===== src/rtl/ttl_memory_bus_capture_if.sv =====
// Request/response channel between the TTL capture front end and the
// AXI master stage. The capture block is the request master.
//
// Handshake: Req_Valid rises with Req_Write/Req_Addr/Req_WData and all four
// stay stable until the cycle in which Req_Valid and Req_Ready are both high;
// that cycle transfers exactly one request. Rsp_Valid is a one-cycle pulse
// qualifying Rsp_RData/Rsp_Error and needs no ready.
interface ttl_memory_bus_capture_if #(
    parameter int C_MST_AWIDTH = 32,
    parameter int C_DATA_WIDTH = 8
) ();
    logic                    Req_Valid;
    logic                    Req_Ready;
    logic                    Req_Write;
    logic [C_MST_AWIDTH-1:0] Req_Addr;
    logic [C_DATA_WIDTH-1:0] Req_WData;
    logic                    Rsp_Valid;
    logic [C_DATA_WIDTH-1:0] Rsp_RData;
    logic                    Rsp_Error;

    // Capture block side: issues requests, consumes completions
    modport master (
        output Req_Valid, Req_Write, Req_Addr, Req_WData,
        input  Req_Ready, Rsp_Valid, Rsp_RData, Rsp_Error
    );

    // Master stage side: accepts requests, returns completions
    modport slave (
        input  Req_Valid, Req_Write, Req_Addr, Req_WData,
        output Req_Ready, Rsp_Valid, Rsp_RData, Rsp_Error
    );
endinterface


===== src/rtl/ttl_memory_bus_capture.sv =====
// TTL memory bus capture front end.
// Synchronises the asynchronous System86 TTL bus pins, waits for them to
// settle, captures one access per strobe and issues it as a single
// ready/valid request. Read data returns to the pad through Data_O/Data_T.
// Late strobe removal and completion errors raise sticky flags.
module ttl_memory_bus_capture #(
    parameter int C_ADDR_WIDTH    = 16,
    parameter int C_DATA_WIDTH    = 8,
    parameter int C_MST_AWIDTH    = 32,
    parameter int C_SETTLE_CYCLES = 2
) (
    input  logic                    Bus2IP_Clk,
    input  logic                    Bus2IP_Resetn,
    // TTL bus pins (asynchronous)
    input  logic                    ChipEnable_n,
    input  logic                    OutputEnable_n,
    input  logic                    WriteEnable_n,
    input  logic [C_ADDR_WIDTH-1:0] Address,
    input  logic [C_DATA_WIDTH-1:0] Data_I,
    output logic [C_DATA_WIDTH-1:0] Data_O,
    output logic                    Data_T,
    // Static window base in AXI space
    input  logic [C_MST_AWIDTH-1:0] MappedAddress,
    // Request/response channel to the master stage
    ttl_memory_bus_capture_if.master req_if,
    // Sticky error flags
    input  logic                    Err_Clear,
    output logic                    Late_Error,
    output logic                    Bus_Error,
    // Current FSM state, for observation only
    output logic [2:0]              dbg_state
);

    localparam int CNT_W = (C_SETTLE_CYCLES < 2) ? 1 : $clog2(C_SETTLE_CYCLES + 1);
    localparam logic [CNT_W-1:0] CNT_ONE = CNT_W'(1);
    localparam logic [CNT_W-1:0] CNT_MAX = CNT_W'(C_SETTLE_CYCLES);

    typedef enum logic [2:0] {
        ST_IDLE     = 3'd0,
        ST_SETTLE   = 3'd1,
        ST_ISSUE    = 3'd2,
        ST_WAIT_RSP = 3'd3,
        ST_HOLD     = 3'd4
    } state_e;

    state_e state_q, state_d;

    // Two-stage synchronisers; control vector is {CE_n, OE_n, WE_n}
    logic [2:0]              ctrl_s1_q, ctrl_s1_d, ctrl_s2_q, ctrl_s2_d;
    logic [C_ADDR_WIDTH-1:0] addr_s1_q, addr_s1_d, addr_s2_q, addr_s2_d;
    logic [C_DATA_WIDTH-1:0] data_s1_q, data_s1_d, data_s2_q, data_s2_d;

    // Captured access and settle counter
    logic [CNT_W-1:0]        cnt_q, cnt_d;
    logic [C_ADDR_WIDTH-1:0] addr_lat_q, addr_lat_d;
    logic [C_DATA_WIDTH-1:0] data_lat_q, data_lat_d;
    logic                    rw_lat_q, rw_lat_d;
    // Strobe went away before this access finished
    logic                    late_q, late_d;

    // Registered outputs
    logic                    req_valid_q, req_valid_d;
    logic                    req_write_q, req_write_d;
    logic [C_MST_AWIDTH-1:0] req_addr_q, req_addr_d;
    logic [C_DATA_WIDTH-1:0] req_wdata_q, req_wdata_d;
    logic [C_DATA_WIDTH-1:0] data_o_q, data_o_d;
    logic                    data_t_q, data_t_d;
    logic                    late_err_q, late_err_d;
    logic                    bus_err_q, bus_err_d;

    // Synchronised pin view
    logic ce_s, oe_s, we_s;
    logic active_s;
    logic rw_s;
    logic changed_s;
    logic late_now;

    assign ce_s     = ctrl_s2_q[2];
    assign oe_s     = ctrl_s2_q[1];
    assign we_s     = ctrl_s2_q[0];
    // An access is live while selected with either strobe low; WE_n wins
    assign active_s = !ce_s && (!oe_s || !we_s);
    assign rw_s     = !we_s;
    assign changed_s = (addr_s2_q != addr_lat_q) || (data_s2_q != data_lat_q) ||
                       (rw_s != rw_lat_q);
    assign late_now = late_q || !active_s;

    // Synchroniser next values: shift pins through two stages
    always_comb begin
        ctrl_s1_d = {ChipEnable_n, OutputEnable_n, WriteEnable_n};
        ctrl_s2_d = ctrl_s1_q;
        addr_s1_d = Address;
        addr_s2_d = addr_s1_q;
        data_s1_d = Data_I;
        data_s2_d = data_s1_q;
    end

    // Synchroniser flops; reset to all ones so the bus looks idle
    always_ff @(posedge Bus2IP_Clk) begin
        if (!Bus2IP_Resetn) begin
            ctrl_s1_q <= '1;
            ctrl_s2_q <= '1;
            addr_s1_q <= '1;
            addr_s2_q <= '1;
            data_s1_q <= '1;
            data_s2_q <= '1;
        end else begin
            ctrl_s1_q <= ctrl_s1_d;
            ctrl_s2_q <= ctrl_s2_d;
            addr_s1_q <= addr_s1_d;
            addr_s2_q <= addr_s2_d;
            data_s1_q <= data_s1_d;
            data_s2_q <= data_s2_d;
        end
    end

    // FSM state register
    always_ff @(posedge Bus2IP_Clk) begin
        if (!Bus2IP_Resetn) begin
            state_q <= ST_IDLE;
        end else begin
            state_q <= state_d;
        end
    end

    // FSM next-state logic
    always_comb begin
        state_d = state_q;
        case (state_q)
            ST_IDLE: begin
                if (active_s) begin
                    state_d = ST_SETTLE;
                end
            end
            ST_SETTLE: begin
                if (!active_s) begin
                    state_d = ST_IDLE;
                end else if (!changed_s && (cnt_q == CNT_MAX)) begin
                    state_d = ST_ISSUE;
                end
            end
            ST_ISSUE: begin
                // A request is never retracted, even after strobe removal
                if (req_valid_q && req_if.Req_Ready) begin
                    state_d = rw_lat_q ? ST_HOLD : ST_WAIT_RSP;
                end
            end
            ST_WAIT_RSP: begin
                if (req_if.Rsp_Valid) begin
                    state_d = late_now ? ST_IDLE : ST_HOLD;
                end
            end
            ST_HOLD: begin
                // One access per strobe: wait for the bus to go idle
                if (!active_s) begin
                    state_d = ST_IDLE;
                end
            end
            default: state_d = ST_IDLE;
        endcase
    end

    // FSM output and datapath logic
    always_comb begin
        cnt_d       = cnt_q;
        addr_lat_d  = addr_lat_q;
        data_lat_d  = data_lat_q;
        rw_lat_d    = rw_lat_q;
        late_d      = late_q;
        req_valid_d = req_valid_q;
        req_write_d = req_write_q;
        req_addr_d  = req_addr_q;
        req_wdata_d = req_wdata_q;
        data_o_d    = data_o_q;
        // Clear first so a same-cycle set below takes priority
        late_err_d  = Err_Clear ? 1'b0 : late_err_q;
        bus_err_d   = Err_Clear ? 1'b0 : bus_err_q;

        case (state_q)
            ST_IDLE: begin
                late_d = 1'b0;
                if (active_s) begin
                    cnt_d      = CNT_ONE;
                    addr_lat_d = addr_s2_q;
                    data_lat_d = data_s2_q;
                    rw_lat_d   = rw_s;
                end
            end
            ST_SETTLE: begin
                if (active_s) begin
                    if (changed_s) begin
                        // Pins still moving: restart the stability count
                        cnt_d      = CNT_ONE;
                        addr_lat_d = addr_s2_q;
                        data_lat_d = data_s2_q;
                        rw_lat_d   = rw_s;
                    end else if (cnt_q == CNT_MAX) begin
                        req_valid_d = 1'b1;
                        req_write_d = rw_lat_q;
                        req_addr_d  = MappedAddress + C_MST_AWIDTH'(addr_lat_q);
                        req_wdata_d = data_lat_q;
                    end else begin
                        cnt_d = cnt_q + CNT_ONE;
                    end
                end
            end
            ST_ISSUE: begin
                if (!active_s) begin
                    late_d     = 1'b1;
                    late_err_d = 1'b1;
                end
                if (req_valid_q && req_if.Req_Ready) begin
                    req_valid_d = 1'b0;
                end
            end
            ST_WAIT_RSP: begin
                if (!active_s) begin
                    late_d     = 1'b1;
                    late_err_d = 1'b1;
                end
                if (req_if.Rsp_Valid) begin
                    if (req_if.Rsp_Error) begin
                        bus_err_d = 1'b1;
                    end
                    // Completion for an abandoned read is discarded
                    if (!late_now) begin
                        data_o_d = req_if.Rsp_Error ? '1 : req_if.Rsp_RData;
                    end
                end
            end
            default: ;
        endcase

        // Pad is driven only while holding a read with CE_n and OE_n low
        data_t_d = !((state_d == ST_HOLD) && !rw_lat_q && !ce_s && !oe_s);
    end

    // Datapath and output flops
    always_ff @(posedge Bus2IP_Clk) begin
        if (!Bus2IP_Resetn) begin
            cnt_d_unused_guard: begin end
            cnt_q       <= '0;
            addr_lat_q  <= '0;
            data_lat_q  <= '0;
            rw_lat_q    <= 1'b0;
            late_q      <= 1'b0;
            req_valid_q <= 1'b0;
            req_write_q <= 1'b0;
            req_addr_q  <= '0;
            req_wdata_q <= '0;
            data_o_q    <= '0;
            data_t_q    <= 1'b1;
            late_err_q  <= 1'b0;
            bus_err_q   <= 1'b0;
        end else begin
            cnt_q       <= cnt_d;
            addr_lat_q  <= addr_lat_d;
            data_lat_q  <= data_lat_d;
            rw_lat_q    <= rw_lat_d;
            late_q      <= late_d;
            req_valid_q <= req_valid_d;
            req_write_q <= req_write_d;
            req_addr_q  <= req_addr_d;
            req_wdata_q <= req_wdata_d;
            data_o_q    <= data_o_d;
            data_t_q    <= data_t_d;
            late_err_q  <= late_err_d;
            bus_err_q   <= bus_err_d;
        end
    end

    assign req_if.Req_Valid = req_valid_q;
    assign req_if.Req_Write = req_write_q;
    assign req_if.Req_Addr  = req_addr_q;
    assign req_if.Req_WData = req_wdata_q;
    assign Data_O           = data_o_q;
    assign Data_T           = data_t_q;
    assign Late_Error       = late_err_q;
    assign Bus_Error        = bus_err_q;
    assign dbg_state        = state_q;

endmodule


===== src/flat_wrapper.sv =====
// flat-port wrapper written by rule: the top's interface ports become plain ports
module ttl_memory_bus_capture_flat 
#(
    parameter int C_ADDR_WIDTH    = 16,
    parameter int C_DATA_WIDTH    = 8,
    parameter int C_MST_AWIDTH    = 32,
    parameter int C_SETTLE_CYCLES = 2
)
  (Bus2IP_Clk, Bus2IP_Resetn, ChipEnable_n, OutputEnable_n, WriteEnable_n, Address, Data_I, Data_O, Data_T, MappedAddress, Err_Clear, Late_Error, Bus_Error, dbg_state, req_if_Req_Valid, req_if_Req_Write, req_if_Req_Addr, req_if_Req_WData, req_if_Req_Ready, req_if_Rsp_Valid, req_if_Rsp_RData, req_if_Rsp_Error);
  ttl_memory_bus_capture_if #(.C_MST_AWIDTH(C_MST_AWIDTH), .C_DATA_WIDTH(C_DATA_WIDTH)) req_if_i ();
  input  logic Bus2IP_Clk;
  input  logic Bus2IP_Resetn;
  input  logic ChipEnable_n;
  input  logic OutputEnable_n;
  input  logic WriteEnable_n;
  input  logic [C_ADDR_WIDTH-1:0] Address;
  input  logic [C_DATA_WIDTH-1:0] Data_I;
  output logic [C_DATA_WIDTH-1:0] Data_O;
  output logic Data_T;
  input  logic [C_MST_AWIDTH-1:0] MappedAddress;
  input  logic Err_Clear;
  output logic Late_Error;
  output logic Bus_Error;
  output logic [2:0] dbg_state;
  output wire logic [$bits(req_if_i.Req_Valid)-1:0] req_if_Req_Valid;
  output wire logic [$bits(req_if_i.Req_Write)-1:0] req_if_Req_Write;
  output wire logic [$bits(req_if_i.Req_Addr)-1:0] req_if_Req_Addr;
  output wire logic [$bits(req_if_i.Req_WData)-1:0] req_if_Req_WData;
  input wire logic [$bits(req_if_i.Req_Ready)-1:0] req_if_Req_Ready;
  input wire logic [$bits(req_if_i.Rsp_Valid)-1:0] req_if_Rsp_Valid;
  input wire logic [$bits(req_if_i.Rsp_RData)-1:0] req_if_Rsp_RData;
  input wire logic [$bits(req_if_i.Rsp_Error)-1:0] req_if_Rsp_Error;
  assign req_if_Req_Valid = req_if_i.Req_Valid;
  assign req_if_Req_Write = req_if_i.Req_Write;
  assign req_if_Req_Addr = req_if_i.Req_Addr;
  assign req_if_Req_WData = req_if_i.Req_WData;
  assign req_if_i.Req_Ready = req_if_Req_Ready;
  assign req_if_i.Rsp_Valid = req_if_Rsp_Valid;
  assign req_if_i.Rsp_RData = req_if_Rsp_RData;
  assign req_if_i.Rsp_Error = req_if_Rsp_Error;
  ttl_memory_bus_capture #(.C_ADDR_WIDTH(C_ADDR_WIDTH), .C_DATA_WIDTH(C_DATA_WIDTH), .C_MST_AWIDTH(C_MST_AWIDTH), .C_SETTLE_CYCLES(C_SETTLE_CYCLES)) u_core (.Bus2IP_Clk(Bus2IP_Clk), .Bus2IP_Resetn(Bus2IP_Resetn), .ChipEnable_n(ChipEnable_n), .OutputEnable_n(OutputEnable_n), .WriteEnable_n(WriteEnable_n), .Address(Address), .Data_I(Data_I), .Data_O(Data_O), .Data_T(Data_T), .MappedAddress(MappedAddress), .req_if(req_if_i), .Err_Clear(Err_Clear), .Late_Error(Late_Error), .Bus_Error(Bus_Error), .dbg_state(dbg_state));
endmodule

===== config.mk =====
export PLATFORM = sky130hd
export DESIGN_NAME = ttl_memory_bus_capture_flat
export DESIGN_NICKNAME = d
export VERILOG_FILES = /design/src/rtl/ttl_memory_bus_capture_if.sv /design/src/rtl/ttl_memory_bus_capture.sv /design/src/flat_wrapper.sv
export SDC_FILE = /design/constraint.sdc
export NUM_CORES = 1
export LEC_CHECK = 0
export ABC_AREA = 1
export ABC_CLOCK_PERIOD_IN_PS = 2700
export CAP_MARGIN = 0
export CORE_MARGIN = 5
export CORE_UTILIZATION = 55
export CTS_BUF_LIST = sky130_fd_sc_hd__clkbuf_8
export DETAILED_ROUTE_END_ITERATION = 10
export PLACE_DENSITY_LB_ADDON = 0.08
export REMOVE_ABC_BUFFERS = 1
export SLEW_MARGIN = 5
export SYNTH_ARGS = -nofsm -noshare
export SYNTH_HDL_FRONTEND = slang
export SYNTH_SLANG_ARGS = --single-unit

===== constraint.sdc =====
create_clock -name Bus2IP_Clk -period 2.7 [get_ports Bus2IP_Clk]
set_clock_uncertainty 0.2 [all_clocks]
set_input_delay 0.54 -clock Bus2IP_Clk [delete_from_list [all_inputs] [get_ports Bus2IP_Clk]]
set_output_delay 0.54 -clock Bus2IP_Clk [all_outputs]
set_load 0.02 [all_outputs]

== After elaboration in Yosys (flattened, before gate mapping) ==
Cells that the tools add are included.

* Output and inout bits: 56
* Register bits after elaboration: 138
* Logic and storage cells: 110

* Muxes and demuxes: 41
* Equality and inequality tests: 17
* Bitwise logic cells: 2
* Reductions and logical operators: 28
* Add/subtract/negate cells: 2

{| class="wikitable"
|+ Operators by type and width
! operator !! count
|-
| 2-to-1 mux 16 bit || 3
|-
| adder 32 x 16 -> 32 bit || 1
|-
| 2-to-1 mux 8 bit || 4
|-
| one-hot mux 16 bit (2 select lines) || 1
|-
| 2-to-1 mux 3 bit || 8
|-
| inequality test 16 bit || 1
|-
| one-hot mux 8 bit (2 select lines) || 1
|-
| 2-to-1 mux 1 bit || 15
|-
| one-hot mux 3 bit (5 select lines) || 1
|-
| AND reduction 4 bit || 3
|-
| inequality test 2 x 1 -> 1 bit, second input constant || 5
|-
| 2-to-1 mux 2 bit || 4
|-
| inequality test 8 bit || 1
|-
| zero test 1 bit || 7
|-
| == test 3 x 2 -> 1 bit, second input constant || 2
|-
| == test 3 bit, second input constant || 2
|-
| logical AND 1 bit || 6
|-
| one-hot mux 1 bit (2 select lines) || 3
|-
| nonzero test 2 bit || 3
|-
| AND reduction 5 bit || 1
|-
| logical OR 1 bit || 4
|-
| inequality test 2 bit, second input constant || 2
|-
| one-hot mux 2 bit (2 select lines) || 1
|-
| == test 3 x 1 -> 1 bit, second input constant || 1
|-
| 9 further kinds || 10
|}

== Longest topological paths before layout ==
Gate-level depths: netlist of the first run.

* Depth after elaboration: 13
* Mapped depth: 14
* Depth with buffers taken out: 14

== Least setup slack after synthesis of the first run ==
No wires, ideal clock.

* Path type: input to register
* From: in MappedAddress[0]
* To: reg u_core.req_addr_q[20], in the netlist u_core.req_if.Req_Addr[20]
* Data required time: 2,386 ps
* Arrival: 1,963 ps
* Setup slack: 423 ps
* Cell stages on the path: 13
* Library setup time: 114 ps
* Cell sequence: ha_1 > inv_1 > fa_1 > inv_1 > nand3_1 > nand3_1 > nand2_1 > nand2_1 > nand2_1 > nand2_1 > nand3_1 > a21oi_1 > nor2_1

* Cells in the longest elaborated chain, start to end: 1

{| class="wikitable"
|+ RTL lines
! element !! RTL line !! text
|-
| from (decl) || flat_wrapper.sv:20 || <nowiki>input logic [C_MST_AWIDTH-1:0] MappedAddress;</nowiki>
|-
| adder 32 x 16 -> 32 bit || ttl_memory_bus_capture.sv:200 || <nowiki>req_addr_d = MappedAddress + C_MST_AWIDTH'(addr_lat_q);</nowiki>
|-
| to (signal assigned) || ttl_memory_bus_capture.sv:263 || <nowiki>req_addr_q <= req_addr_d;</nowiki>
|-
| to (decl) || ttl_memory_bus_capture.sv:64 || <nowiki>logic [C_MST_AWIDTH-1:0] req_addr_q, req_addr_d;</nowiki>
|}

No other way between the ends.
A chain may end at the register's enable or synchronous reset.

== Worst setup path in the final report of the first run ==
Ends and elaborated chain as after synthesis.

==> results by group, run 1 <==
Floorplanning
  • Die width: 125 microns
  • Site row count: 42
  • Initial core utilization: 55.6%
  • Die ar.: 15600 sq um
  • IO Pins: 129
  • Area of the core: 13100 sq um
  • Die H: 125 microns

Route
  • DRT iter0 DRCs: 445
  • Average routed wire per standard cell: 12.2 microns
  • Routed Antenna Nets: 0
  • DR DRC count: 0
  • Initial DRT Pass Iterations: 5
  • DR vias: 7170
  • Via/cell ratio: 4.75
  • Routed WL: 18.4 mm

Timing
  • RSZ-0062 raised after global routing: no
  • Period utilisation layout: 91.0%
  • Crit path time final: 2.46 ns
  • Slew @ Worst Pin: 0.498 ns
  • Hold WS: 0.214 ns
  • Max transition margin: 66.7%
  • Final hold vios: 0
  • Final worst slack: 0.243 ns
  • Final Max Slew Viols: 0
  • Setup TNS: 0 ns
  • Fmax: 407 MHz
  • Final setup fails: 0

Synthesis
  • Seq/Total Area, Yosys: 38.0%
  • Yosys warns: 0
  • Synthesized instance count: 1151
  • Yosys reg bits: 138
  • Post-synth EDFFs: 0
  • Yosys cell types: 30
  • Synthesized area: 7270 sq um
  • Most used DFF post-synth: dfxtp_1
  • Synthesized area per cell: 6.32 sq um
  • Share of flip-flops with an asynchronous set or reset: 0%

GRT
  • First-pass GRT wire length: 30.7 mm
  • Total track usage: 23.6%
  • Largest net degree at the start of global routing: 77
  • GRT overflow: 0
  • Initial antenna violation count: 0
  • Vias in the first global route: 6626

Status
  • Status: finished clean

Final layout
  • Diode count: 0
  • Final cell count without fillers: 1509
  • Fin nets: 1411
  • Syn-to-layout area delta: 30.6%
  • Fillcell total: 1149
  • Share of cells above drive strength 1: 11.2%

Clock network
  • Clock Latency Late Sink: 0.45 ns
  • # hold bufs at CTS: 0
  • Sink Count: 138
  • Root buffer cell: clkbuf_8
  • CTS tree: yes
  • Cts repair resizes: 0
  • Clock buffer depth: 2
  • CTS Buf Count: 17
  • H-Tree Depth: 4
  • Setup bufs post-CTS: 0
  • Clock transition at path regs: 0.08 ns

Place
  • PortBufs: 128
  • Gp weighted congestion: 0.942
  • Dpl ws: -0.172 ns
  • Final HPWL DP: 13.6 mm
  • Post-Place Cells: 1477

Power
  • Cell-internal power: 3.36 mW
  • LEAKAGE: 4.76 nW
  • Net Switching: 1.12 mW
  • Peak VDD IR: 0.564 mV
  • Pwr per Cell Area: 472 nW/um^2
  • Clock power share: 42.8%
  • Sequential power share: 47.0%
  • Share of total power in combinational logic: 10.1%
  • Sw Ratio: 24.9%
  • Total power: 4.48 mW

Critical path
  • CP startpoint kind: input port
  • Required time of the worst setup path: 2.85 ns
  • Critical Path End Type: flip-flop
  • Critical path class: in -> reg
  • Arr. time, crit path: 2.61 ns
  • Worst-path maximum fanout: 3

Min path
  • Worst Hold Class: reg -> reg

Run
  • Max cap viols: 0
==> path summary, 6_finish.rpt <==
path / slack, ns / endpoint / cells after the start / from
hold / removal: 0.21 / u_core.addr_s2_q[4] / 1 / u_core.addr_s1_q[4]
setup reg to reg: 0.38 / u_core.req_if.Req_Addr[20] / 13 / u_core.addr_lat_q[0]
hold reg to reg: 0.21 / u_core.addr_s2_q[4] / 1 / u_core.addr_s1_q[4]
setup / recovery: 0.24 / u_core.req_if.Req_Addr[20] / 14 / MappedAddress[0]
==> stage by stage <==
step | area (sq um) | util [%]
floorplan | 7130 | -
global placement | 9040 | 69.1
detailed placement | 9040 | 69.1
CTS | 9500 | 72.6
global route | 9500 | 72.6
finish | 9500 | 72.6
==> synthesized netlist by cell type, types with 12 or more instances <==
library cell    n  area share [%]
nand2_1       363              19
nor2_1        198              10
inv_1         171             8.8
dfxtp_1       138              38
nand3_1        67             4.6
or2_2          57             4.9
a21oi_1        23             1.6
clkbuf_1       20             1.0
nor3_1         18             1.2
ha_1           17             2.9
xor2_1         16             1.9
nand4_1        12             1.0
o21ai_0        12            0.83
==> state kept, by name (all words and copies together) (netlist names) <==
register and count:
u_core.Data_O 8, u_core.ctrl_s2_q 3, u_core.req_if.Req_Write 1, u_core.Data_T 1, u_core.addr_lat_q 16, u_core.Bus_Error 1
u_core.addr_s1_q 16, u_core.dbg_state 3, u_core.data_lat_q 8, u_core.addr_s2_q 16, u_core.cnt_q 2, u_core.Late_Error 1
u_core.rw_lat_q 1, u_core.req_if.Req_Addr 32, u_core.req_if.Req_WData 8, u_core.ctrl_s1_q 3, u_core.data_s1_q 8, u_core.data_s2_q 8
u_core.req_if.Req_Valid 1, u_core.late_q 1
==> area by class of cell <==
class | count | area, sq um | share of cell area [%]
timing repair buffer | 180 | 1690 | 17.8
inverter | 173 | 649 | 6.84
tap | 176 | 220 | 2.32
sequential | 138 | 2760 | 29.1
clock inverter | 14 | 208 | 2.19
clock buffer | 18 | 248 | 2.61
multi-input combinational | 810 | 3720 | 39.2
==> metal layers <==
layer | share of wire (%) | up-vias | track usage, %
met2 | 50 | 137 | 42.3
met3 | 3.7 | 29 | 4.01
met1 | 44 | 3193 | 28.8
li1 | - | 3811 | -
met4 | 2.1 | 0 | 7.91
met5 | 0 | - | 0
==> worst max-delay path, cell delays in order <==
cell and delay [ns]:
clkdlybuf4s50_1 0.47, ha_1 0.17, inv_1 0.06, fa_1 0.38, inv_1 0.10, nand3_1 0.07
nand3_1 0.12, nand2_1 0.07, nand2_1 0.13, nand2_1 0.07, nand2_1 0.14, nand3_1 0.09
a21oi_1 0.15, nor2_1 0.05
==> power by group through the flow <==
stage,combinational [mW],sequential (mW),clock [mW]
3_3_place_gp,0.447,2.15,0
6_report,0.454,2.11,1.92
4_1_cts,0.455,2.11,1.95
2_1_floorplan,0.210,2.15,0
5_1_grt,0.504,2.11,2.04
3_5_place_dp,0.450,2.15,0
==> logic make-up after synthesis <==
| kind of cell | synth area share [%] |
|---|---|
| XOR/XNOR | 2.77 |
| AND/OR/NAND/NOR | 42.1 |
| flip-flops | 38.0 |
| AO/OA/AOI/OAI | 3.04 |
| buffers and inverters | 10.9 |
| adder cells (fa/ha/maj) | 3.20 |
==> cells in the final DEF (no fill, tap or decap), types with 18 or more instances in the layout <==
cell type,n
nand3_1,67
or2_2,57
nand2_1,363
clkdlybuf4s50_1,127
clkbuf_8,18
nor2_1,198
dfxtp_1,138
buf_4,50
a21oi_1,23
inv_1,171
nor3_1,18
Note: power is estimated with default switching activity, not from simulation.
==> run 2: changes to the inputs <==
--- a/config.mk
+++ b/config.mk
@@ -8,9 +8,12 @@
 export ABC_AREA = 1
 export ABC_CLOCK_PERIOD_IN_PS = 2700
 export CAP_MARGIN = 0
+export CELL_PAD_IN_SITES_DETAIL_PLACEMENT = 0
+export CELL_PAD_IN_SITES_GLOBAL_PLACEMENT = 1
 export CORE_MARGIN = 5
-export CORE_UTILIZATION = 55
+export CORE_UTILIZATION = 38
 export CTS_BUF_LIST = sky130_fd_sc_hd__clkbuf_8
+export CTS_CLUSTER_DIAMETER = 200
 export DETAILED_ROUTE_END_ITERATION = 10
 export PLACE_DENSITY_LB_ADDON = 0.08
 export REMOVE_ABC_BUFFERS = 1
==> run 2 against run 1 <==
Effect of this change: first-iteration DRC count down 40%; critical path type unchanged; flip-flop and latch count is the same; global-route usage is 4.7 points lower; hold slack better by 0.00099 ns; non-clock buffer count grew 17; largest power group unchanged; register-to-register slack about the same; clock-buffer cell count unchanged; sequential power hardly changed; clock power decreased by 12%.
==> results by group, run 2 (synthesized netlist as in run 1, its figures left out) <==
Route
  • DRT iter0 DRCs: 266
  • DR vias: 7069
  • Initial DRT Pass Iterations: 4
  • Via/cell ratio: 4.46
  • DR DRC count: 0
  • Routed WL: 20.3 mm
  • Average routed wire per standard cell: 12.8 microns
  • Routed Antenna Nets: 0

GRT
  • Total track usage: 19.0%
  • GRT overflow: 0
  • Vias in the first global route: 6807
  • Largest net degree at the start of global routing: 54
  • First-pass GRT wire length: 33.5 mm
  • Initial antenna violation count: 0

Timing
  • Crit path time final: 2.43 ns
  • Hold WS: 0.215 ns
  • Max transition margin: 60.3%
  • Fmax: 411 MHz
  • Final hold vios: 0
  • RSZ-0062 raised after global routing: no
  • Slew @ Worst Pin: 0.596 ns
  • Final worst slack: 0.269 ns
  • Final setup fails: 0
  • Period utilisation layout: 90.0%
  • Final Max Slew Viols: 0

Critical path
  • Worst path most repeated cell: nand2_1
  • Slowest stage delay, CP: 0.46 ns
  • Cell Chain, Critical Path: clkdlybuf4s50_1 -> ha_1 -> inv_1 -> fa_1 -> inv_1 -> nand3_1 -> nand3_1 -> nand2_1 -> nand2_1 -> nand2_1 -> nand2_1 -> nand3_1 -> a21oi_1 -> nor2_1
  • Flop-to-flop setup slack: 0.37 ns
  • Critical path class: in -> reg
  • Buf/Inv on CP: 3
  • CP startpoint kind: input port
  • Required time of the worst setup path: 2.84 ns
  • Arr. time, crit path: 2.57 ns
  • Worst path slowest cell: clkdlybuf4s50_1
  • R2R depth: 13
  • Critical path depth: 14
  • Start point of the critical path: MappedAddress[0]
  • Worst path top cell family by delay: simple AND/OR/NAND/NOR gates
  • Reg-to-Reg Start: u_core.addr_lat_q[0]
  • Worst reg2reg path endpoint: u_core.req_if.Req_Addr[20]
  • Worst-path maximum fanout: 3
  • Critical Path End Type: flip-flop

Clock network
  • CTS tree: yes
  • Sink Count: 138
  • Clock Latency Late Sink: 0.44 ns
  • H-Tree Depth: 4
  • # hold bufs at CTS: 0
  • CTS Buf Count: 17
  • Clock buffer depth: 2
  • Cts repair resizes: 0
  • Setup bufs post-CTS: 0
  • Root buffer cell: clkbuf_8
  • Clock transition at path regs: 0.08 ns

Floorplanning
  • Die width: 148 microns
  • IO Pins: 129
  • Die ar.: 22000 sq um
  • Area of the core: 18800 sq um
  • Die H: 148 microns
  • Site row count: 50
  • Initial core utilization: 38.8%

Final layout
  • Commonest non-fill, non-tap cell in the layout: nand2_1
  • Fin nets: 1428
  • Share of cells above drive strength 1: 12.2%
  • Diode count: 0
  • Most frequent cells in the layout: nand2_1 (363), nor2_1 (198), inv_1 (172)
  • Max reg flops: 32
  • Syn-to-layout area delta: 32.3%
  • Design area: 9620 sq um

Min path
  • Worst Hold Class: reg -> reg
  • Worst hold path depth: 1
  • Hold_sp: u_core.addr_s1_q[15]
  • WHS Endpoint: u_core.addr_s2_q[15]

Place
  • PortBufs: 128
  • Final HPWL DP: 15.7 mm
  • Instance area at placement: 9240 sq um
  • Gp weighted congestion: 0.900
  • Dpl ws: -0.195 ns

Status
  • Status: finished clean

Run
  • Max cap viols: 0

Power
  • LEAKAGE: 4.83 nW
  • Pwr per Cell Area: 443 nW/um^2
  • Total power: 4.26 mW
  • Peak VDD IR: 0.295 mV
-- run 2: changes by cell type in the layout (fill, tap and decap cells not counted), sizes merged --
cell and delta:
bufinv -3, clkinvlp -2, buf +17, clkinv +2
inv +3
-- run 2: power breakdown --
part	leakage (nW)	internal, mW	switching [mW]
clock	0.204	0.777	0.905
combinational	3.50	0.243	0.230
sequential	1.13	2.08	0.0250
-- run 2: per-layer routing --
layer	global-route usage (%)	vias to the layer above	part of all wire, %
met3	2.86	17	3.4
met5	0	-	0
met2	33.9	106	50
met1	23.6	3109	46
met4	5.73	0	1.2
li1	-	3837	-
-- run 2: area by class of cell --
type	count	area [sq um]
clock buffers	18	248
clock inverters	14	136
fillers	1984	9150
inverters	173	649
multi-input cells	810	3730
flip-flops and latches	138	2760
well taps	234	293
repair buffers	197	1810
-- run 2: stage by stage --
stage          util, %  std cells  setup TNS (ns)
2_1_floorplan        -       1121               0
3_3_place_gp      49.2       1552           -2.07
3_5_place_dp      49.2       1552           -2.27
4_1_cts           51.3       1584               0
5_1_grt           51.3       1584               0
6_report          51.3       1584               0
-- run 2: worst max-delay path by stage --
stage	endpoint
after floorplan	u_core.req_if.Req_Addr[20]
after global placement	u_core.req_if.Req_Addr[21]
after detailed placement	u_core.req_if.Req_Addr[20]
after CTS	u_core.req_if.Req_Addr[20]
after global routing	u_core.req_if.Req_Addr[21]
final	u_core.req_if.Req_Addr[20]
==> run 3: changes to the inputs <==
--- a/config.mk
+++ b/config.mk
@@ -11,10 +11,12 @@
 export CELL_PAD_IN_SITES_DETAIL_PLACEMENT = 0
 export CELL_PAD_IN_SITES_GLOBAL_PLACEMENT = 1
 export CORE_MARGIN = 5
-export CORE_UTILIZATION = 38
+export CORE_UTILIZATION = 46
 export CTS_BUF_LIST = sky130_fd_sc_hd__clkbuf_8
 export CTS_CLUSTER_DIAMETER = 200
 export DETAILED_ROUTE_END_ITERATION = 10
+export DONT_BUFFER_PORTS = 1
+export MAX_ROUTING_LAYER = met4
 export PLACE_DENSITY_LB_ADDON = 0.08
 export REMOVE_ABC_BUFFERS = 1
 export SLEW_MARGIN = 5
==> run 3 against run 2 <==
Effect of this change: clock-buffer cell count stayed put; via count shrank 6.2%; sequential share of layout area grew 4.9 points; wire length is 1.1% lower; largest cell class unchanged; largest power group unchanged.
==> results by group, run 3 (synthesized netlist as in run 1, its figures left out) <==
Status
  • Status: finished clean

Route
  • DR DRC count: 0
  • DRT iter0 DRCs: 280
  • DR vias: 6633
  • Routed WL: 20.1 mm
  • Average routed wire per standard cell: 14.2 microns
  • Routed Antenna Nets: 0
  • Via/cell ratio: 4.69
  • Initial DRT Pass Iterations: 5

Floorplanning
  • Die width: 136 microns
  • Die H: 136 microns
  • IO Pins: 129
  • Site row count: 46
  • Area of the core: 15700 sq um
  • Initial core utilization: 46.3%
  • Die ar.: 18400 sq um

GRT
  • Vias in the first global route: 6341
  • First-pass GRT wire length: 31.9 mm
  • Initial antenna violation count: 0
  • Largest net degree at the start of global routing: 56
  • Total track usage: 23.0%
  • GRT overflow: 0

Final layout
  • Diode count: 0
  • Syn-to-layout area delta: 13.1%
  • Fillcell total: 1687
  • Commonest non-fill, non-tap cell in the layout: nand2_1
  • Most frequent cells in the layout: nand2_1 (363), nor2_1 (198), inv_1 (173)
  • Share of cells above drive strength 1: 8.69%
  • Fin nets: 1275
  • Max reg flops: 32

Clock network
  • Clock Latency Late Sink: 0.45 ns
  • Clock transition at path regs: 0.08 ns
  • Clock buffer depth: 2
  • Sink Count: 138
  • H-Tree Depth: 4
  • Root buffer cell: clkbuf_8
  • CTS Buf Count: 17
  • CTS tree: yes

Place
  • PortBufs: 0
  • Dpl ws: 0.125 ns
  • Final HPWL DP: 14.0 mm
  • Gp weighted congestion: 0.900

Min path
  • Worst Hold Class: in -> reg

Timing
  • Slew @ Worst Pin: 1.10 ns
  • Final worst slack: 0.296 ns
  • Final hold vios: 0
  • Setup TNS: 0 ns
  • Final Max Slew Viols: 0
  • Period utilisation layout: 89.0%
  • RSZ-0062 raised after global routing: no
  • Max transition margin: 26.7%
  • Crit path time final: 2.40 ns
  • Final setup fails: 0
  • Fmax: 416 MHz

Power
  • Pwr per Cell Area: 504 nW/um^2
  • Peak VDD IR: 0.345 mV
  • LEAKAGE: 4.20 nW

Critical path
  • Arr. time, crit path: 2.55 ns
  • Required time of the worst setup path: 2.85 ns
  • Slowest stage delay, CP: 0.39 ns
  • Critical Path End Type: flip-flop
  • Worst path slowest cell: fa_1
  • Worst-path maximum fanout: 4
  • Critical path class: reg -> reg
  • Cell Chain, Critical Path: ha_2 -> inv_1 -> fa_1 -> inv_1 -> nand3_1 -> nand3_1 -> nand2_1 -> nand2_1 -> nand2_1 -> nand2_1 -> nand3_1 -> a21oi_1 -> nor2_1
  • CP startpoint kind: flip-flop
  • Worst path most repeated cell: nand2_1

Run
  • Max cap viols: 0
[run 3: layer usage]
layer  share of wire, %  track usage (%)
met3                4.4             4.57
met2                 50             38.9
met1                 44             27.7
met5                  0                -
met4                1.7             6.94
[run 3: metrics by stage]
step / hold slack [ns] / instance area [sq um] / instances / power [mW] / util (%)
floorplan: 0.193 / 7130 / 1121 / 2.36 / -
global placement: 0.193 / 7470 / 1345 / 2.43 / 47.5
detailed placement: 0.198 / 7470 / 1345 / 2.43 / 47.5
CTS: 0.00179 / 8210 / 1411 / 4.19 / 52.2
global route: 0.00647 / 8230 / 1413 / 4.33 / 52.4
finish: 0.0309 / 8230 / 1413 / 4.15 / 52.4
[run 3: repair_timing]
action | CTS | global route
hold endpoints to repair | 53 | 2
setup endpoints to repair | 0 | 2
buffers inserted | 0 | 0
gates resized for setup | 0 | 2
hold buffers | 34 | 2
[run 3: worst paths after layout]
check	startpoint	slack [ns]	end	depth (start not counted)
setup / recovery	u_core.addr_lat_q[0]	0.30	u_core.req_if.Req_Addr[20]	13
hold / removal	Bus2IP_Resetn	0.03	u_core.Data_O[5]	2
setup reg to reg	u_core.addr_lat_q[0]	0.30	u_core.req_if.Req_Addr[20]	13
hold reg to reg	u_core.addr_s1_q[6]	0.21	u_core.addr_s2_q[6]	1
[run 3: final cells by class]
type | instances | area (sq um) | share of cell area, %
multi-input cells | 810 | 3730 | 45.3
well taps | 216 | 270 | 3.28
clock buffers | 18 | 248 | 3.01
inverters | 173 | 649 | 7.89
clock inverters | 14 | 148 | 1.79
flip-flops and latches | 138 | 2760 | 33.6
repair buffers | 44 | 420 | 5.11
[run 3: power by group]
group	total (mW)	switching [mW]	internal, mW
logic	0.339	0.200	0.138
clock network	1.70	0.853	0.849
registers	2.11	0.0256	2.08
total	4.15	1.08	3.07
[run 3: critical path, delay by kind of cell (launching register included)]
family	cells	cell delay, ns
AND/OR/NAND/NOR	8	0.76
AO/OA/AOI/OAI	1	0.16
adder cells (fa/ha/maj)	2	0.62
flip-flops	1	0.37
buffers and inverters	2	0.21
